## config.mk

```make
export PLATFORM = sky130hd
export DESIGN_NAME = input_debounce_fsm
export DESIGN_NICKNAME = d
export VERILOG_FILES = /design/src/rtl/input_debounce_fsm.sv
export SDC_FILE = /design/constraint.sdc
export NUM_CORES = 1
export LEC_CHECK = 0
export BUFFER_PORTS_ARGS = -buffer_cell sky130_fd_sc_hd__buf_2
export CORE_UTILIZATION = 39
export CTS_BUF_LIST = sky130_fd_sc_hd__clkbuf_8 sky130_fd_sc_hd__clkbuf_16
export CTS_CLUSTER_SIZE = 20
export DETAILED_ROUTE_END_ITERATION = 8
export PLACE_DENSITY = 0.62
export SLEW_MARGIN = 5
export SYNTH_ARGS = -nofsm -noshare
export SYNTH_HDL_FRONTEND = slang
export SYNTH_SLANG_ARGS = --single-unit
export TNS_END_PERCENT = 100
```

## constraint.sdc

```tcl
create_clock -name c -period 3.05 [get_ports c]
set_input_delay 0.305 -clock c [delete_from_list [all_inputs] [get_ports c]]
set_output_delay 0.305 -clock c [all_outputs]
set_load 0.03 [all_outputs]
```

## src/rtl/input_debounce_fsm.sv

```systemverilog
`default_nettype none
// ============================================================================
// Module   : input_debounce_fsm
// Brief    : Two-flop synchronizer followed by a four-state debounce FSM.
//            Optional glitch counter is enabled by macro DEBOUNCE_GLITCH_CNT_EN.
// Revision : 1.0 - initial release
// ============================================================================
module input_debounce_fsm #(
   parameter int DEBOUNCE_LEN = 4,
   parameter int CNT_W        = 4
) (
   input  logic       c,
   input  logic       rst_n,
   input  logic       raw_in,
   output logic       in_clean,
   output logic       rise_p,
   output logic       fall_p
`ifdef DEBOUNCE_GLITCH_CNT_EN
   ,
   output logic [7:0] glitch_cnt
`endif
);

   typedef enum logic [3:0] {
      ST_LOW  = 4'b0001,
      ST_RISE = 4'b0010,
      ST_HIGH = 4'b0100,
      ST_FALL = 4'b1000
   } state_t;

   localparam logic [CNT_W-1:0] c_LEN  = CNT_W'(DEBOUNCE_LEN);
   localparam logic [CNT_W-1:0] c_ONE  = CNT_W'(1);
   localparam logic [CNT_W-1:0] c_ZERO = '0;
   // A single-sample debounce skips the pending states entirely.
   localparam state_t c_RISE_DST = (DEBOUNCE_LEN == 1) ? ST_HIGH : ST_RISE;
   localparam state_t c_FALL_DST = (DEBOUNCE_LEN == 1) ? ST_LOW  : ST_FALL;

   logic             r_sync1;
   logic             r_sync2;
   state_t           r_state_a;
   state_t           r_state_b;
   state_t           r_state_c;
   logic [3:0]       w_voted;
   state_t           w_state;
   state_t           w_state_nxt;
   logic [CNT_W-1:0] r_cnt;
   logic [CNT_W-1:0] w_cnt_inc;
   logic [CNT_W-1:0] w_cnt_nxt;
   logic             w_clean_nxt;
   logic             w_rise_nxt;
   logic             w_fall_nxt;
   logic             r_in_clean;
   logic             r_rise_p;
   logic             r_fall_p;

   always_ff @(posedge c or negedge rst_n) begin
      if (!rst_n) begin
         r_sync1 <= 1'b0;
         r_sync2 <= 1'b0;
      end else begin
         r_sync1 <= raw_in;
         r_sync2 <= r_sync1;
      end
   end

   // Three state copies, bitwise majority; a corrupted copy is outvoted.
   assign w_voted   = (r_state_a & r_state_b) | (r_state_a & r_state_c) | (r_state_b & r_state_c);
   assign w_state   = state_t'(w_voted);
   assign w_cnt_inc = r_cnt + c_ONE;

   always_ff @(posedge c or negedge rst_n) begin
      if (!rst_n) begin
         r_state_a  <= ST_LOW;
         r_state_b  <= ST_LOW;
         r_state_c  <= ST_LOW;
         r_cnt      <= c_ZERO;
         r_in_clean <= 1'b0;
         r_rise_p   <= 1'b0;
         r_fall_p   <= 1'b0;
      end else begin
         r_state_a  <= w_state_nxt;
         r_state_b  <= w_state_nxt;
         r_state_c  <= w_state_nxt;
         r_cnt      <= w_cnt_nxt;
         r_in_clean <= w_clean_nxt;
         r_rise_p   <= w_rise_nxt;
         r_fall_p   <= w_fall_nxt;
      end
   end

   always_comb begin
      w_state_nxt = w_state;
      w_cnt_nxt   = r_cnt;
      w_clean_nxt = 1'b0;
      w_rise_nxt  = 1'b0;
      w_fall_nxt  = 1'b0;
      case (w_state)
         ST_LOW: begin
            if (r_sync2) begin
               w_cnt_nxt   = c_ONE;
               w_state_nxt = c_RISE_DST;
            end
         end
         ST_RISE: begin
            if (r_sync2) begin
               w_cnt_nxt   = w_cnt_inc;
               w_state_nxt = (w_cnt_inc == c_LEN) ? ST_HIGH : ST_RISE;
            end else begin
               w_cnt_nxt   = c_ZERO;
               w_state_nxt = ST_LOW;
            end
         end
         ST_HIGH: begin
            if (!r_sync2) begin
               w_cnt_nxt   = c_ONE;
               w_state_nxt = c_FALL_DST;
            end
         end
         ST_FALL: begin
            if (!r_sync2) begin
               w_cnt_nxt   = w_cnt_inc;
               w_state_nxt = (w_cnt_inc == c_LEN) ? ST_LOW : ST_FALL;
            end else begin
               w_cnt_nxt   = c_ZERO;
               w_state_nxt = ST_HIGH;
            end
         end
         default: begin
            w_cnt_nxt   = c_ZERO;
            w_state_nxt = ST_LOW;
         end
      endcase

      // Output decode is derived only from legal states so recovery is silent.
      case (w_state)
         ST_LOW, ST_RISE: begin
            w_clean_nxt = (w_state_nxt == ST_HIGH);
            w_rise_nxt  = (w_state_nxt == ST_HIGH);
         end
         ST_HIGH, ST_FALL: begin
            w_clean_nxt = (w_state_nxt != ST_LOW);
            w_fall_nxt  = (w_state_nxt == ST_LOW);
         end
         default: begin
            w_clean_nxt = 1'b0;
         end
      endcase
   end

   assign in_clean = r_in_clean;
   assign rise_p   = r_rise_p;
   assign fall_p   = r_fall_p;

`ifdef DEBOUNCE_GLITCH_CNT_EN
   logic       w_glitch;
   logic [7:0] r_glitch_cnt;

   assign w_glitch = ((w_state == ST_RISE) && !r_sync2) || ((w_state == ST_FALL) && r_sync2);

   always_ff @(posedge c or negedge rst_n) begin
      if (!rst_n) begin
         r_glitch_cnt <= 8'd0;
      end else if (w_glitch && (r_glitch_cnt != 8'hFF)) begin
         r_glitch_cnt <= r_glitch_cnt + 8'd1;
      end
   end

   assign glitch_cnt = r_glitch_cnt;
`else
   // Glitch counter not built.
`endif

endmodule
`default_nettype wire

```

* After elaboration in Yosys (flattened, before gate mapping)
Index checks and enable logic that the tools add are counted.
Word-level totals: flip-flop bits (word level) 13, logic and storage cells 39, input bits 3, output and inout port bits 3
Operators by class: multiplexer cells 15, reduce and logical (&&, ||, !) cells 3, bitwise gates (word level) 3, equal/unequal tests 10, $add $sub $neg 1
Operators by type and width (number):
- 4-bit 2-to-1 mux | 8
- 4-bit case mux with 4 select lines | 2
- 4-bit by 3-bit == test with 1-bit output (second input constant) | 3
- 4-bit by 1-bit == test with 1-bit output (second input constant) | 2
- 4-bit bitwise OR | 2
- 3-bit 2-to-1 mux | 2
- 4-bit by 1-bit adder with 4-bit output (second input constant) | 1
- 4-bit AND | 1
- 4-bit by 2-bit == test with 1-bit output (second input constant) | 1
- 4-bit == test (second input constant) | 1
- 2-bit inequality test (second input constant) | 2
- 4-bit by 1-bit inequality test with 1-bit output (second input constant) | 1
- 2-bit OR reduction | 2
- 1-bit 2-to-1 mux | 2
- 1-bit case mux with 2 select lines | 1
- 2-bit AND reduction | 1

* Logic depth before layout (Yosys ltp)
word-level depth 7, mapped depth 6

* Least setup slack after synthesis
OpenSTA, ideal clock, no wires.
path kind register -> register, start point reg r_cnt[0], end point reg r_in_clean, in the netlist in_clean, arrival 1.519 ns, library setup time 0.076 ns, cell stages (with the launch flop) 6, buffers on the path 0, slack 1.455 ns, cell sequence dfrtp_1 > ha_1 > and4b_1 > o211a_1 > o31a_1 > o21ai_1
Between the ends: word-level cells in the longest chain between the ends 7, elaborated cells on any way between the ends 10
RTL lines:
- from (decl) | line 46 | logic [CNT_W-1:0] r_cnt;
- from (signal assigned) | line 76 | r_cnt <= c_ZERO;
- from (signal assigned) | line 84 | r_cnt <= w_cnt_nxt;
- 4-bit by 1-bit adder with 4-bit output * | line 69 | assign w_cnt_inc = r_cnt + c_ONE;
- 4-bit by 3-bit == test with 1-bit output * | line 107, 122
- 4-bit 2-to-1 mux / 3-bit 2-to-1 mux (equally long branches) | line 122, 107
- 4-bit 2-to-1 mux / 3-bit 2-to-1 mux (equally long branches) | line 120, 105
- 4-bit case mux with 4 select lines * | line 97 | case (w_state)
- 4-bit by 1-bit inequality test with 1-bit output / 4-bit by 3-bit == test with 1-bit output (equally long branches) | line 141, 137
- 1-bit case mux with 2 select lines * | line 135 | case (w_state)
- via w_clean_nxt | line 49 | logic w_clean_nxt;
- to (signal assigned) | line 85 | r_in_clean <= w_clean_nxt;
- to (decl) | line 52 | logic r_in_clean;
The timed path passes the listed nets; every way through them passes the cells marked *. A chain may end at the register's enable or synchronous reset.

* Final worst setup path
start point reg r_cnt[0], end point reg r_state_c[0]
Between the ends: word-level cells in the longest chain between the ends 5
RTL lines:
- 4-bit by 1-bit adder with 4-bit output | line 69
- 4-bit by 3-bit == test with 1-bit output | line 122 | w_state_nxt = (w_cnt_inc == c_LEN) ? ST_LOW : ST_FALL;
- 4-bit 2-to-1 mux | line 122
- 4-bit 2-to-1 mux | line 120 | if (!r_sync2) begin
- 4-bit case mux with 4 select lines | line 97
- via w_state_nxt[0] | line 45 | state_t w_state_nxt;
- to (signal assigned) | line 83 | r_state_c <= w_state_nxt;
- to (decl) | line 42 | state_t r_state_c;
The timed path passes the listed nets, and every way through them passes these cells.

==> results.toml <==
[status]
status = "complete, no violations"

[die]
start_util_pct = 43.19
num_io_pins = 6
die_w_um = 46.67
die_area_um2 = 2178
die_h_um = 46.67
rows = 15
core_um2 = 1802

[synthesis]
synth_seq_cells = 13
syn_area_um2 = 778.2
netlist.area_leader.share_pct = 38.59
yosys.area.top_type = "dfrtp_1"
synthTopCellsByArea = "dfrtp_1 39%, dfstp_2 3.4%, ha_1 3.2%"
synth.avg_cell_area_um2 = 9.851
yosysWarnings = 0
synth_cell_type_count = 44
ys_seq_area_share_pct = 41.96
syn_inst = 79
synth_fp_nets = 84

[power]
power_leakage_nw = 0.3823
power_density_nw_per_um2 = 488.4
ir_drop_mv = 0.2196

[global_route]
grt_antenna_before_repair = 0
overflow = 0
grt_pass1_vias = 548
grt.total_usage_pct = 18.26
grt_pass1_wl_um = 2656
grt_max_degree = 14

[sta]
fin_setup_tns_ns = 0
finalMaxSlewViolations = 0
fmax_mhz = 536.1
final-hold-violation-count = 0
finalCritPeriodShare_pct = 61.16
rsz0062_at_grt = "false"
finalSetupViolCount = 0
period_needed_ns = 1.865
clock_skew_ns = 0.004100
slew_headroom_pct = 76.15
tightestPinTransition_ns = 0.3578
hold_ws_ns = 0.1710

[placement]
hpwl_um = 1066
gp_congestion = 0.8159
io_buffers = 5
dpl.cell_count = 104
place_area_um2 = 802.0

[cts]
htreeDepth = 1
cts_buffers = 3
clock_latency_ns = 0.24
cts_sinks = 13
cts_tree = "built"
clockRootBuffer = "clkbuf_8"
post_cts.repair.setup_buffers = 0
cts.path.max_buffers = 2
clkTransAtPathRegs_ns = 0.05

[routing]
wl_per_cell_um = 14.64
drt-initial-drc-count = 30
vias = 618
drc = 0
drtAntennaViolNets = 0
drt_first_pass_iters = 4
wirelength_um = 1596
viasPerCell = 5.670

[min_path]
hold_class = "input port to flip-flop"
worstHoldStart = "raw_in"

[finish]
fin_cells = 109
area_growth_pct = 10.13
antenna_cells = 0
fin_area_um2 = 857.1
postLayoutCoreUtil_pct = 47.57
layout.nets = 90
drive_gt1_share_pct = 16.67

[setup_path]
start_kind = "flip-flop"
criticalPathCategory = "flip-flop to flip-flop"
r2r_start = "r_cnt[0]"
arrival_ns = 2.00
cp.required_ns = 3.19
cp-end-kind = "flip-flop"
worst-path-max-fanout = 9
critPathLaunch = "r_cnt[0]"

[run]
drv_cap = 0
[cells in the final DEF, fill, tap and decap left out, types with 2 or more instances in the layout]
cell / synthesis / layout
o21ai_0: 2 / 2
a211o_1: 2 / 2
a211oi_1: 3 / 3
a21oi_1: 3 / 3
nand3b_1: 2 / 2
ha_1: 2 / 2
or2b_1: 2 / 2
clkbuf_8: 0 / 3
nor2_1: 6 / 6
nor4_1: 3 / 3
a21o_1: 3 / 3
inv_1: 3 / 4
dfrtp_1: 12 / 12
nand2_1: 2 / 2
nand2b_1: 2 / 2
buf_2: 1 / 5
nor3_1: 3 / 3
[state kept, by name, summed over array words and instances, names as in the netlist]
register and cells:
in_clean 1, r_state_c 4, r_cnt 4, rise_p 1
fall_p 1, r_sync2 1, r_sync1 1
[synthesized netlist by cell type]
library cell  number
and2b_1            1
nor3_2             1
o31a_1             1
nand3_1            1
nor3_1             3
or2_1              1
nand3b_1           2
o211ai_1           1
o21ai_0            2
and4bb_1           1
nand2b_1           2
or3b_1             1
inv_1              3
ha_1               2
xnor2_1            1
o2111ai_1          1
nor2_1             6
a211o_1            2
a211oi_2           1
clkbuf_2           1
dfstp_2            1
o31ai_1            1
and3_1             1
nand2_1            2
or2_2              1
nor4_1             3
buf_6              1
buf_2              1
or2b_1             2
clkbuf_1           1
o211a_1            1
a211oi_1           3
o21bai_1           1
and4b_1            1
nor3b_1            1
dfrtp_1           12
nor2b_1            1
buf_4              1
a21oi_1            3
o21ai_1            1
or3b_4             1
or3b_2             1
or3_1              1
a21o_1             3
[metrics by stage]
stage	setup WS, ns	power [mW]
final	1.185	0.4186
after global routing	1.022	0.4479
after global placement	1.351	0.2711
after CTS	1.199	0.4246
after floorplan	1.455	0.2565
after detailed placement	1.300	0.2735
[kinds of logic (layout without fill, tap and decap cells)]
kind of cell    count (synthesis)  in the layout  synth area share [%]
simple gates                   34             34                 28.14
compound gates                 21             21                 19.94
flops                          13             13                 41.96
buf+inv                         8             13                 5.625
fa+ha+maj                       2              2                 3.215
xor+xnor                        1              1                 1.126
[path summary, 6_finish.rpt]
check                      depth (start not counted)           end  slack, ns
max reg2reg                                        5  r_state_c[0]       1.18
min                                                1       r_sync1       0.17
max in group asynchronous                          2  r_state_c[0]       2.29
min in group asynchronous                          2      r_cnt[0]       0.48
max                                                5  r_state_c[0]       1.18
min reg2reg                                        0       r_sync2       0.35
[worst max-delay path, stage by stage, from the launching register on]
cell	delay, ns
dfrtp_1	0.47
ha_1	0.29
a211oi_1	0.33
o211a_1	0.30
nor4_1	0.08
nor4_1	0.29
[report_power, final]
group / total, mW / switching [mW] / internal [mW]
clock: 0.146 / 0.0579 / 0.0886
combinational: 0.0629 / 0.0336 / 0.0293
sequential: 0.209 / 0.0241 / 0.185
total: 0.419 / 0.116 / 0.303
[per-layer routing]
metal	global-route usage [%]	routed length [µm]	up-vias
li1	-	-	301
met1	25.42	747	297
met5	0	0	-
met2	27.78	773	18
met3	3.529	64	2
met4	6.857	10	0
[layout make-up]
cell class | count | area (µm²)
clock inverter | 1 | 3.754
inverter | 3 | 11.26
fill | 187 | 944.7
timing repair buffer | 6 | 35.03
sequential | 13 | 326.6
tap | 25 | 31.28
multi-input combinational | 58 | 407.9
clock buffer | 3 | 41.29
[repair_timing]
action | CTS | global route
hold buffers | 1 | 0
resized for setup | 0 | 0
hold endpoints to repair | 12 | 0
(Power assumes the default switching activity.)
